## src/rtl/pwm_ramp_controller_pkg.sv

```systemverilog
// Shared types and helpers for the PWM ramp controller: FSM encoding and the
// duty clamp/step arithmetic, done at a fixed wide width to avoid overflow.
package pwm_ramp_controller_pkg;

  typedef enum logic [1:0] {
    StIdle  = 2'd0,
    StApply = 2'd1,
    StRamp  = 2'd2
  } state_e;

  localparam int unsigned CalcW = 32;

  function automatic logic [CalcW-1:0] clamp_duty(input logic [CalcW-1:0] duty,
                                                  input logic [CalcW-1:0] limit);
    return (duty > limit) ? limit : duty;
  endfunction

  // Difference is taken before the add/subtract, so the result lands on the
  // target instead of overshooting it or wrapping below zero.
  function automatic logic [CalcW-1:0] step_toward(input logic [CalcW-1:0] cur,
                                                   input logic [CalcW-1:0] tgt,
                                                   input logic [CalcW-1:0] step);
    logic [CalcW-1:0] res;
    res = cur;
    if (cur < tgt) begin
      res = ((tgt - cur) <= step) ? tgt : (cur + step);
    end else if (cur > tgt) begin
      res = ((cur - tgt) <= step) ? tgt : (cur - step);
    end
    return res;
  endfunction

endpackage

```

## src/rtl/pwm_ramp_controller_tick_gen.sv

```systemverilog
// Prescaler and PWM period counter; both are held at zero while enable is low.
module pwm_tick_gen #(
  parameter int unsigned TICK_DIV = 50,
  parameter int unsigned PERIOD   = 100,
  parameter int unsigned DUTY_W   = 8
) (
  input  logic              clk_50MHz,
  input  logic              rst_n,
  input  logic              enable,
  output logic              tick,
  output logic [DUTY_W-1:0] pcnt,
  output logic              period_start
);

  localparam int unsigned PrescW = $clog2(TICK_DIV);

  logic [PrescW-1:0] presc_q, presc_d;
  logic [DUTY_W-1:0] pcnt_q, pcnt_d;

  always_comb begin
    tick         = enable && (presc_q == PrescW'(TICK_DIV - 1));
    period_start = tick && (pcnt_q == DUTY_W'(PERIOD - 1));

    presc_d = presc_q;
    pcnt_d  = pcnt_q;
    if (!enable) begin
      presc_d = '0;
      pcnt_d  = '0;
    end else begin
      presc_d = tick ? '0 : presc_q + 1'b1;
      if (period_start) begin
        pcnt_d = '0;
      end else if (tick) begin
        pcnt_d = pcnt_q + 1'b1;
      end
    end
  end

  always_ff @(posedge clk_50MHz or negedge rst_n) begin
    if (!rst_n) begin
      presc_q <= '0;
      pcnt_q  <= '0;
    end else begin
      presc_q <= presc_d;
      pcnt_q  <= pcnt_d;
    end
  end

  assign pcnt = pcnt_q;

endmodule

```

## src/rtl/pwm_ramp_controller.sv

```systemverilog
// PWM duty sequencer: accepts target-duty commands and applies them either as
// a single jump or as a bounded ramp, only ever changing duty at period boundaries.
module pwm_ramp_controller
  import pwm_ramp_controller_pkg::*;
#(
  parameter int unsigned TICK_DIV     = 50,
  parameter int unsigned PERIOD       = 100,
  parameter int unsigned DUTY_W       = 8,
  parameter int unsigned STEP         = 1,
  parameter int unsigned STEP_PERIODS = 4
) (
  input  logic              clk_50MHz,
  input  logic              rst_n,
  input  logic              enable,
  input  logic              cmd_valid,
  output logic              cmd_ready,
  input  logic [DUTY_W-1:0] cmd_duty,
  input  logic              cmd_immediate,
  output logic              pwm_out,
  output logic [DUTY_W-1:0] duty_cur,
  output logic              period_start,
  output logic              busy
);

  localparam int unsigned BcntW = $clog2(STEP_PERIODS + 1);

  state_e            state_q, state_d;
  logic [DUTY_W-1:0] target_q, target_d;
  logic [DUTY_W-1:0] duty_q, duty_d;
  logic [BcntW-1:0]  bcnt_q, bcnt_d;
  logic              pwm_q, pwm_d;

  logic              tick;
  logic [DUTY_W-1:0] pcnt;
  logic              boundary;
  logic              accept;
  logic [DUTY_W-1:0] cmd_clamped;

  pwm_tick_gen #(
    .TICK_DIV (TICK_DIV),
    .PERIOD   (PERIOD),
    .DUTY_W   (DUTY_W)
  ) u_tick_gen (
    .clk_50MHz    (clk_50MHz),
    .rst_n        (rst_n),
    .enable       (enable),
    .tick         (tick),
    .pcnt         (pcnt),
    .period_start (period_start)
  );

  assign boundary    = tick && period_start;
  assign accept      = cmd_valid && (state_q == StIdle);
  assign cmd_clamped = DUTY_W'(clamp_duty(CalcW'(cmd_duty), CalcW'(PERIOD)));

  always_comb begin
    state_d  = state_q;
    target_d = target_q;
    duty_d   = duty_q;
    bcnt_d   = bcnt_q;

    unique case (state_q)
      StIdle: begin
        if (accept && (cmd_clamped != duty_q)) begin
          target_d = cmd_clamped;
          bcnt_d   = '0;
          state_d  = cmd_immediate ? StApply : StRamp;
        end
      end
      StApply: begin
        if (boundary) begin
          duty_d  = target_q;
          state_d = StIdle;
        end
      end
      StRamp: begin
        if (duty_q == target_q) begin
          state_d = StIdle;
        end else if (!enable) begin
          // A disabled interval restarts the step spacing from scratch.
          bcnt_d = '0;
        end else if (boundary) begin
          if (bcnt_q == BcntW'(STEP_PERIODS - 1)) begin
            bcnt_d = '0;
            duty_d = DUTY_W'(step_toward(CalcW'(duty_q), CalcW'(target_q), CalcW'(STEP)));
          end else begin
            bcnt_d = bcnt_q + 1'b1;
          end
        end
      end
      default: state_d = StIdle;
    endcase

    pwm_d = enable && (pcnt < duty_q);
  end

  always_ff @(posedge clk_50MHz or negedge rst_n) begin
    if (!rst_n) begin
      state_q  <= StIdle;
      target_q <= '0;
      duty_q   <= '0;
      bcnt_q   <= '0;
      pwm_q    <= 1'b0;
    end else begin
      state_q  <= state_d;
      target_q <= target_d;
      duty_q   <= duty_d;
      bcnt_q   <= bcnt_d;
      pwm_q    <= pwm_d;
    end
  end

  assign pwm_out   = pwm_q;
  assign duty_cur  = duty_q;
  assign busy      = (state_q != StIdle);
  assign cmd_ready = (state_q == StIdle);

endmodule

```

## config.mk

```make
export PLATFORM = sky130hd
export DESIGN_NAME = pwm_ramp_controller
export DESIGN_NICKNAME = d
export VERILOG_FILES = /design/src/rtl/pwm_ramp_controller_pkg.sv /design/src/rtl/pwm_ramp_controller_tick_gen.sv /design/src/rtl/pwm_ramp_controller.sv
export SDC_FILE = /design/constraint.sdc
export NUM_CORES = 1
export LEC_CHECK = 0
export CAP_MARGIN = 20
export CORE_ASPECT_RATIO = 0.7
export CORE_MARGIN = 2
export CORE_UTILIZATION = 25
export CTS_CLUSTER_DIAMETER = 60
export DETAILED_ROUTE_END_ITERATION = 10
export DONT_BUFFER_PORTS = 1
export PLACE_DENSITY_LB_ADDON = 0.08
export SLEW_MARGIN = 20
export SYNTH_ARGS = -nofsm -noshare
export SYNTH_HDL_FRONTEND = slang
export SYNTH_SLANG_ARGS = --single-unit
```

## constraint.sdc

```tcl
create_clock -name clk_50MHz -period 7.2 [get_ports clk_50MHz]
set_input_delay 0.72 -clock clk_50MHz [delete_from_list [all_inputs] [get_ports clk_50MHz]]
set_output_delay 0.72 -clock clk_50MHz [all_outputs]
set_load 0.02 [all_outputs]
```

==> insert_results.sql, run 1 <==
INSERT INTO impl_metrics (metric_group, metric, value, unit) VALUES
('grt', 'number_of_antenna_violations_at_the_first_check_in_global_routing', '0', ''),
('route', 'detailed_routed_wire_length_on_met3', '667', 'µm'),
('critical_path', 'worst_ep_required_time', '7.42', 'ns'),
('route', 'dr.pass1.iters', '4', ''),
('yosys', 'synth_async_sr_flop_share', '100', '%'),
('yosys', 'synth-simple-area-share', '25.5', '%'),
('layout', 'layout.nets', '445', ''),
('sta', 'worst_slew_margin_rel', '33.6', '%'),
('clock_network', 'postCtsSetupBuffers', '0', ''),
('route', 'met2_wirelength', '3.93', 'mm'),
('clock_network', 'ctsHoldBuffers', '0', ''),
('layout', 'final_layout_size_suffix_gt1_share', '6.73', '%'),
('run_status', 'outcome', 'completed', ''),
('grt', 'vias_in_the_first_global_route', '2771', ''),
('grt', 'grt_usage', '15.3', '%'),
('power', 'peakVddDrop', '0.000119', 'V'),
('placed_design', 'post-dp-hpwl', '8.35', 'mm'),
('grt', 'grt.overflow.total', '0', ''),
('power', 'leakage_component_of_the_power', '1.56', 'nW'),
('job', 'max-cap-violations', '0', ''),
('route', 'antenna_left', '0', ''),
('layout', 'filler_cell_count', '1389', ''),
('yosys', 'muxShareOfSynthArea', '2.25', '%'),
('yosys', 'syn-mean-instance-area', '8.18', 'µm²'),
('route', 'wl_per_cell', '18.7', 'µm'),
('critical_path', 'worst-setup-path-type', 'flop to flop', ''),
('grt', 'first_pass_grt_wire_length', '16.7', 'mm'),
('floorplan', 'die-area', '14300', 'µm²'),
('clock_network', 'clkLatencyLatePin', '0.29', 'ns'),
('sta', 'min_period', '3.97', 'ns'),
('power', 'cellInternalPower', '0.506', 'mW'),
('sta', 'finClkSkew', '0.0140', 'ns'),
('layout', 'multi_input_comb_area', '2240', 'µm²'),
('sta', 'final.period_utilization', '55.1', '%'),
('placed_design', 'pre_cts_ws', '3.24', 'ns'),
('floorplan', 'io_pins', '25', ''),
('power', 'pwr-share-seq', '28.1', '%'),
('yosys', 'yosys_register_bits', '36', ''),
('clock_network', 'clock_sink_count', '36', ''),
('layout', 'antenna-diode-count', '0', ''),
('critical_path', 'setup.worst_path.start_class', 'flop', ''),
('sta', 'final.setup.tns', '0', 'ns'),
('yosys', 'synth_compound_gate_area_share', '22.2', '%'),
('clock_network', 'clk_pin_slew', '0.07', 'ns'),
('yosys', 'ys.warnings.count', '0', ''),
('route', 'postRouteWirelength', '10.6', 'mm'),
('layout', 'syn_to_final_growth', '8.21', '%'),
('power', 'swShare', '45.6', '%'),
('floorplan', 'start_util', '25.5', '%'),
('layout', 'final-seq-area', '901', 'µm²'),
('clock_network', 'numCtsBuffers', '5', ''),
('floorplan', 'floorplan.die.height', '101', 'µm'),
('placed_design', 'numPortBuffers', '0', ''),
('sta', 'grt_setup_unrepaired', 'no', ''),
('yosys', 'synth_top_family_by_area', 'simple AND/OR/NAND/NOR gates', ''),
('floorplan', 'rows', '35', ''),
('yosys', 'postSynthNetCount', '453', ''),
('clock_network', 'cts_tree', 'yes', ''),
('yosys', 'sequential_share_of_the_synthesized_area', '27.0', '%'),
('sta', 'postLayoutSetupSlackWorst', '3.23', 'ns'),
('yosys', 'yosys.area_share.adder', '12.4', '%'),
('sta', 'max_freq', '252', 'MHz'),
('clock_network', 'clock_tree.root_cell', 'sky130_fd_sc_hd__clkbuf_16', ''),
('power', 'power_density', '257', 'nW/µm²'),
('yosys', 'ys_dominant_reg_cell', 'sky130_fd_sc_hd__dfrtp_1', ''),
('route', 'met1Wirelength', '5.96', 'mm'),
('route', 'route.vias.total', '3014', ''),
('route', 'detail_route.iter0.violations', '250', ''),
('critical_path', 'timing.critical_path.fanout_max', '11', ''),
('grt', 'grt_max_degree', '37', ''),
('yosys', 'netlist_instances', '408', '');
routing by layer:
layer / vias up / track usage (%)
met5: - / 0
met4: 0 / 2.08
met3: 2 / 3.75
met2: 90 / 20.0
met1: 1477 / 25.0
li1: 1445 / -
per-stage QoR:
stage,util (%),power [mW],instance area (µm²),cells,hold slack [ns]
final,27.6,0.929,3610,567,0.132
after global routing,27.6,1.00,3610,567,0.113
after CTS,27.6,0.934,3610,567,0.114
after detailed placement,26.5,0.707,3470,559,0.426
after global placement,26.5,0.718,3470,559,0.425
after floorplan,-,0.599,3340,408,0.424
kinds of logic after synthesis:
family                   after synthesis
buffers and inverters                 46
XOR/XNOR                              18
AO/OA/AOI/OAI                        110
flip-flops                            36
multiplexers                           7
adder cells (fa/ha/maj)               32
AND/OR/NAND/NOR                      159
flip-flops by register name (all words and copies together), names as in the netlist:
signal and cells:
duty_cur 8, u_tick_gen.pcnt 8, u_tick_gen.presc_q 6, pwm_out 1, bcnt_q 3, state_q 2
target_q 8
final timing paths:
kind	start	end	slack (ns)	cells past startpoint
setup / recovery	duty_cur[4]	duty_cur[0]	3.23	11
hold / removal	rst_n	duty_cur[1]	0.13	0
setup reg to reg	duty_cur[4]	duty_cur[0]	3.23	11
hold reg to reg	bcnt_q[1]	bcnt_q[1]	0.48	2
max in group asynchronous	rst_n	u_tick_gen.pcnt[3]	6.95	0
min in group clk_50MHz	bcnt_q[1]	bcnt_q[1]	0.48	2
cell usage after synthesis, types with 3 or more instances:
library cell | n | share of area, %
sky130_fd_sc_hd__a211oi_1 | 3 | 0.67
sky130_fd_sc_hd__a21o_1 | 6 | 1.3
sky130_fd_sc_hd__a21oi_1 | 21 | 3.1
sky130_fd_sc_hd__a22oi_1 | 3 | 0.67
sky130_fd_sc_hd__a31oi_1 | 6 | 1.1
sky130_fd_sc_hd__and2_1 | 3 | 0.56
sky130_fd_sc_hd__and3_1 | 5 | 0.94
sky130_fd_sc_hd__buf_2 | 4 | 0.60
sky130_fd_sc_hd__clkbuf_1 | 7 | 0.79
sky130_fd_sc_hd__dfrtp_1 | 36 | 27
sky130_fd_sc_hd__ha_1 | 30 | 11
sky130_fd_sc_hd__inv_1 | 30 | 3.4
sky130_fd_sc_hd__mux2i_1 | 6 | 1.8
sky130_fd_sc_hd__nand2_1 | 33 | 3.7
sky130_fd_sc_hd__nand2b_1 | 11 | 2.1
sky130_fd_sc_hd__nand3_1 | 19 | 2.8
sky130_fd_sc_hd__nand4_1 | 4 | 0.75
sky130_fd_sc_hd__nor2_1 | 35 | 3.9
sky130_fd_sc_hd__nor2b_1 | 5 | 0.94
sky130_fd_sc_hd__nor3_1 | 14 | 2.1
sky130_fd_sc_hd__nor3b_1 | 5 | 1.1
sky130_fd_sc_hd__o21ai_0 | 24 | 3.6
sky130_fd_sc_hd__o21ai_1 | 13 | 1.9
sky130_fd_sc_hd__o22ai_1 | 3 | 0.56
sky130_fd_sc_hd__o31ai_1 | 3 | 0.67
sky130_fd_sc_hd__or2_1 | 3 | 0.56
sky130_fd_sc_hd__or3_1 | 4 | 0.75
sky130_fd_sc_hd__xnor2_1 | 10 | 2.6
sky130_fd_sc_hd__xor2_1 | 8 | 2.1
worst max-delay path, stage by stage (launching register included):
cell and delay, ns:
sky130_fd_sc_hd__dfrtp_1 0.75, sky130_fd_sc_hd__inv_1 0.33, sky130_fd_sc_hd__ha_1 0.64, sky130_fd_sc_hd__nand2_4 0.12, sky130_fd_sc_hd__a211oi_1 0.34, sky130_fd_sc_hd__mux2i_1 0.36
sky130_fd_sc_hd__nor4_4 0.11, sky130_fd_sc_hd__nand3_1 0.15, sky130_fd_sc_hd__o21ai_2 0.08, sky130_fd_sc_hd__nor3_2 0.59, sky130_fd_sc_hd__mux2_4 0.36, sky130_fd_sc_hd__o21ai_2 0.05
cell usage in the layout, fill, tap and decap left out, types with 3 or more instances in the layout:
cell	synthesis	final
sky130_fd_sc_hd__and3_1	5	5
sky130_fd_sc_hd__nor3_1	14	14
sky130_fd_sc_hd__or2_1	3	3
sky130_fd_sc_hd__o31ai_1	3	3
sky130_fd_sc_hd__and2_1	3	3
sky130_fd_sc_hd__xor2_1	8	8
sky130_fd_sc_hd__nand4_1	4	4
sky130_fd_sc_hd__a21o_1	6	6
sky130_fd_sc_hd__xnor2_1	10	10
sky130_fd_sc_hd__o22ai_1	3	3
sky130_fd_sc_hd__nor2b_1	5	5
sky130_fd_sc_hd__o21ai_1	13	13
sky130_fd_sc_hd__dfrtp_1	36	36
sky130_fd_sc_hd__inv_1	30	30
sky130_fd_sc_hd__a21oi_1	21	21
sky130_fd_sc_hd__o21ai_0	24	24
sky130_fd_sc_hd__nand2b_1	11	11
sky130_fd_sc_hd__a211oi_1	3	3
sky130_fd_sc_hd__nand3_1	19	19
sky130_fd_sc_hd__nand2_1	33	33
sky130_fd_sc_hd__a31oi_1	6	6
sky130_fd_sc_hd__clkbuf_16	0	5
sky130_fd_sc_hd__or3_1	4	4
sky130_fd_sc_hd__ha_1	30	30
sky130_fd_sc_hd__a22oi_1	3	3
sky130_fd_sc_hd__nor2_1	35	35
sky130_fd_sc_hd__mux2i_1	6	6
sky130_fd_sc_hd__nor3b_1	5	5
area by class of cell:
type,count,share of cell area [%]
multi-input cells,326,62.1
flip-flops and latches,36,24.9
well taps,166,5.75
clock buffers,5,3.47
inverters,31,3.22
clock inverters,3,0.520
power by group through the flow:
stage	Combinational, mW	Sequential [mW]	Clock (mW)
2_1_floorplan	0.348	0.251	0
3_3_place_gp	0.453	0.265	0
3_5_place_dp	0.443	0.264	0
4_1_cts	0.446	0.261	0.227
5_1_grt	0.497	0.266	0.239
6_report	0.451	0.261	0.217
Note: power is estimated with default switching activity, not from simulation.
==> inputs of run 2 (changes only) <==
==> constraint.sdc (replaced) <==
create_clock -name clk_50MHz -period 3.4 [get_ports clk_50MHz]
set_input_delay 0.34 -clock clk_50MHz [delete_from_list [all_inputs] [get_ports clk_50MHz]]
set_output_delay 0.34 -clock clk_50MHz [all_outputs]
set_load 0.02 [all_outputs]
==> run 2 against run 1 <==
Sequential power up 110%. Via count grew 1.8%. Register-to-register slack worse by 3.1 ns. Cell count rose by 5.1%.
==> insert_results.sql, run 2 (synthesis results as in run 1) <==
INSERT INTO impl_metrics (metric_group, metric, value, unit) VALUES
('critical_path', 'rr_worst_depth', '14', ''),
('power', 'peakVddDrop', '0.000288', 'V'),
('power', 'power_density', '566', 'nW/µm²'),
('job', 'max-cap-violations', '0', ''),
('floorplan', 'die-area', '14300', 'µm²'),
('clock_network', 'clkLatencyLatePin', '0.29', 'ns'),
('clock_network', 'cts_tree', 'yes', ''),
('layout', 'final_layout_size_suffix_gt1_share', '14.9', '%'),
('run_status', 'outcome', 'completed', ''),
('sta', 'final.period_utilization', '95.0', '%'),
('critical_path', 'critical_path.cell_chain', 'inv_2, ha_1, inv_1, fa_2, a21oi_4, nor3_1, or4_4, nor4_4, buf_4, a211oi_4, and2_4, o32ai_4, a21oi_1, o21ai_1', ''),
('power', 'leakage_component_of_the_power', '1.73', 'nW'),
('layout', 'layout.nets', '474', ''),
('critical_path', 'setup.worst_path.start_class', 'flop', ''),
('grt', 'grt_usage', '16.1', '%'),
('worst_hold_path', 'holdPathEnd', 'target_q[0]', ''),
('route', 'wl_per_cell', '18.4', 'µm'),
('sta', 'min_period', '3.23', 'ns'),
('layout', 'syn_to_final_growth', '18.7', '%'),
('sta', 'max_freq', '310', 'MHz'),
('worst_hold_path', 'timing.hold.worst.class', 'input port to flop', ''),
('clock_network', 'clock_sink_count', '36', ''),
('clock_network', 'clock_tree.root_cell', 'sky130_fd_sc_hd__clkbuf_16', ''),
('critical_path', 'timing.critical_path.fanout_max', '6', ''),
('sta', 'actual_slew_at_the_worst_max_slew_pin', '0.534', 'ns'),
('route', 'antenna_left', '0', ''),
('layout', 'final_cell_mix', 'sky130_fd_sc_hd__nor2_1 (35), sky130_fd_sc_hd__dfrtp_1 (35), sky130_fd_sc_hd__nand2_1 (33), sky130_fd_sc_hd__ha_1 (30), sky130_fd_sc_hd__inv_1 (29)', ''),
('layout', 'utilization', '30.2', '%'),
('sta', 'hold_ws', '0.202', 'ns'),
('placed_design', 'post-dp-hpwl', '8.61', 'mm'),
('route', 'detail_route.iter0.violations', '233', ''),
('grt', 'grt.overflow.total', '0', ''),
('critical_path', 'worstPathArrival', '3.45', 'ns'),
('critical_path', 'worst_path_largest_cell_delay', '0.54', 'ns'),
('layout', 'antenna-diode-count', '0', ''),
('route', 'postRouteWirelength', '10.9', 'mm'),
('sta', 'final.setup.tns', '0', 'ns'),
('grt', 'grt_max_degree', '37', ''),
('clock_network', 'number_of_h_tree_levels', '2', ''),
('worst_hold_path', 'hp-start', 'cmd_duty[0]', ''),
('route', 'drt_drc_violations_left', '0', ''),
('critical_path', 'slowest_stage', 'sky130_fd_sc_hd__or4_4', ''),
('grt', 'number_of_antenna_violations_at_the_first_check_in_global_routing', '0', ''),
('floorplan', 'area_of_the_core_region', '13100', 'µm²'),
('route', 'dr.pass1.iters', '5', ''),
('placed_design', 'place.gp.congestion', '0.825', ''),
('floorplan', 'floorplan.die.height', '101', 'µm'),
('layout', 'final_cells', '596', ''),
('sta', 'finClkSkew', '0.0102', 'ns'),
('sta', 'finalHoldViolCount', '0', ''),
('sta', 'worst_slew_margin_rel', '63.9', '%'),
('clock_network', 'clk_pin_slew', '0.06', 'ns'),
('critical_path', 'regToRegEndpoint', 'duty_cur[6]', ''),
('critical_path', 'worst-setup-path-type', 'flop to flop', ''),
('grt', 'first_pass_grt_wire_length', '17.5', 'mm'),
('placed_design', 'numPortBuffers', '0', ''),
('critical_path', 'critPathCaptureType', 'flop', ''),
('floorplan', 'chipWidth', '142', 'µm'),
('critical_path', 'worst_r2r_startpoint', 'target_q[0]', ''),
('power', 'power', '2.24', 'mW'),
('floorplan', 'io_pins', '25', ''),
('floorplan', 'rows', '35', ''),
('worst_hold_path', 'hold_path_depth', '2', ''),
('route', 'route.vias.total', '3068', ''),
('route', 'routed_via_density', '5.15', ''),
('critical_path', 'worst_ep_required_time', '3.62', 'ns'),
('critical_path', 'setup.reg_to_reg.worst_slack', '0.17', 'ns'),
('sta', 'slew_viol_final', '0', ''),
('floorplan', 'start_util', '25.5', '%'),
('clock_network', 'clockBufferDepth', '2', ''),
('clock_network', 'numCtsBuffers', '5', ''),
('grt', 'vias_in_the_first_global_route', '3037', ''),
('sta', 'report.final.setup_viol', '0', ''),
('placed_design', 'dpl.cell_count', '581', '');
run 2: cell types whose count changed in the layout (fill, tap and decap cells not counted), moves of 2 or more:
cell	previous run	this run
sky130_fd_sc_hd__a21oi_1	21	19
sky130_fd_sc_hd__clkbuf_8	0	2
sky130_fd_sc_hd__buf_4	0	27
sky130_fd_sc_hd__a21oi_4	0	2
sky130_fd_sc_hd__clkinv_2	2	0
run 2: metal layers:
layer / vias to the layer above / track usage [%] / share of wire [%]
li1: 1503 / - / -
met3: 5 / 4.80 / 7.4
met2: 82 / 21.4 / 37
met5: - / 0 / 0
met4: 0 / 2.62 / 0.48
met1: 1478 / 25.4 / 55
run 2: layout make-up:
cell class                 count  area [µm²]
multi-input combinational    326        2320
fill                        1392        9130
sequential                    36         902
clock buffer                   7         153
inverter                      31         116
timing repair buffer          29         233
tap                          166         208
clock inverter                 1        30.0
run 2: worst max-delay path, delay by kind of cell, from the launching register on:
kind	cells	cell delay, ns
AO/OA/AOI/OAI	5	0.73
adder cells (fa/ha/maj)	2	0.60
flip-flops	1	0.41
AND/OR/NAND/NOR	4	1.09
buffers and inverters	3	0.32
run 2: power by group:
part	internal, mW	switching (mW)
registers	0.483	0.0712
clock network	0.387	0.193
logic	0.416	0.691
total	1.29	0.955
run 2: worst max-delay path by stage:
stage	to	start	cells after the start	slack (ns)
finish	duty_cur[6]	target_q[0]	14	0.17
global route	duty_cur[6]	target_q[0]	14	-0.01
CTS	duty_cur[0]	target_q[0]	13	0.09
detailed placement	duty_cur[4]	target_q[0]	13	0.11
global placement	duty_cur[4]	target_q[0]	13	0.06
floorplan	duty_cur[0]	duty_cur[4]	13	0.25
run 2: repair_timing:
item,4_1_cts,5_1_grt
gates resized for setup,0,15
setup endpoints to repair,0,8
hold buffers,2,0
buffers inserted,0,5
hold endpoints to repair,36,0
run 2: per-stage QoR:
stage | worst slack (ns) | area [µm²]
2_1_floorplan | 0.249 | 3340
3_3_place_gp | 0.0623 | 3630
3_5_place_dp | 0.109 | 3630
4_1_cts | 0.0925 | 3840
5_1_grt | -0.0133 | 3960
6_report | 0.169 | 3960
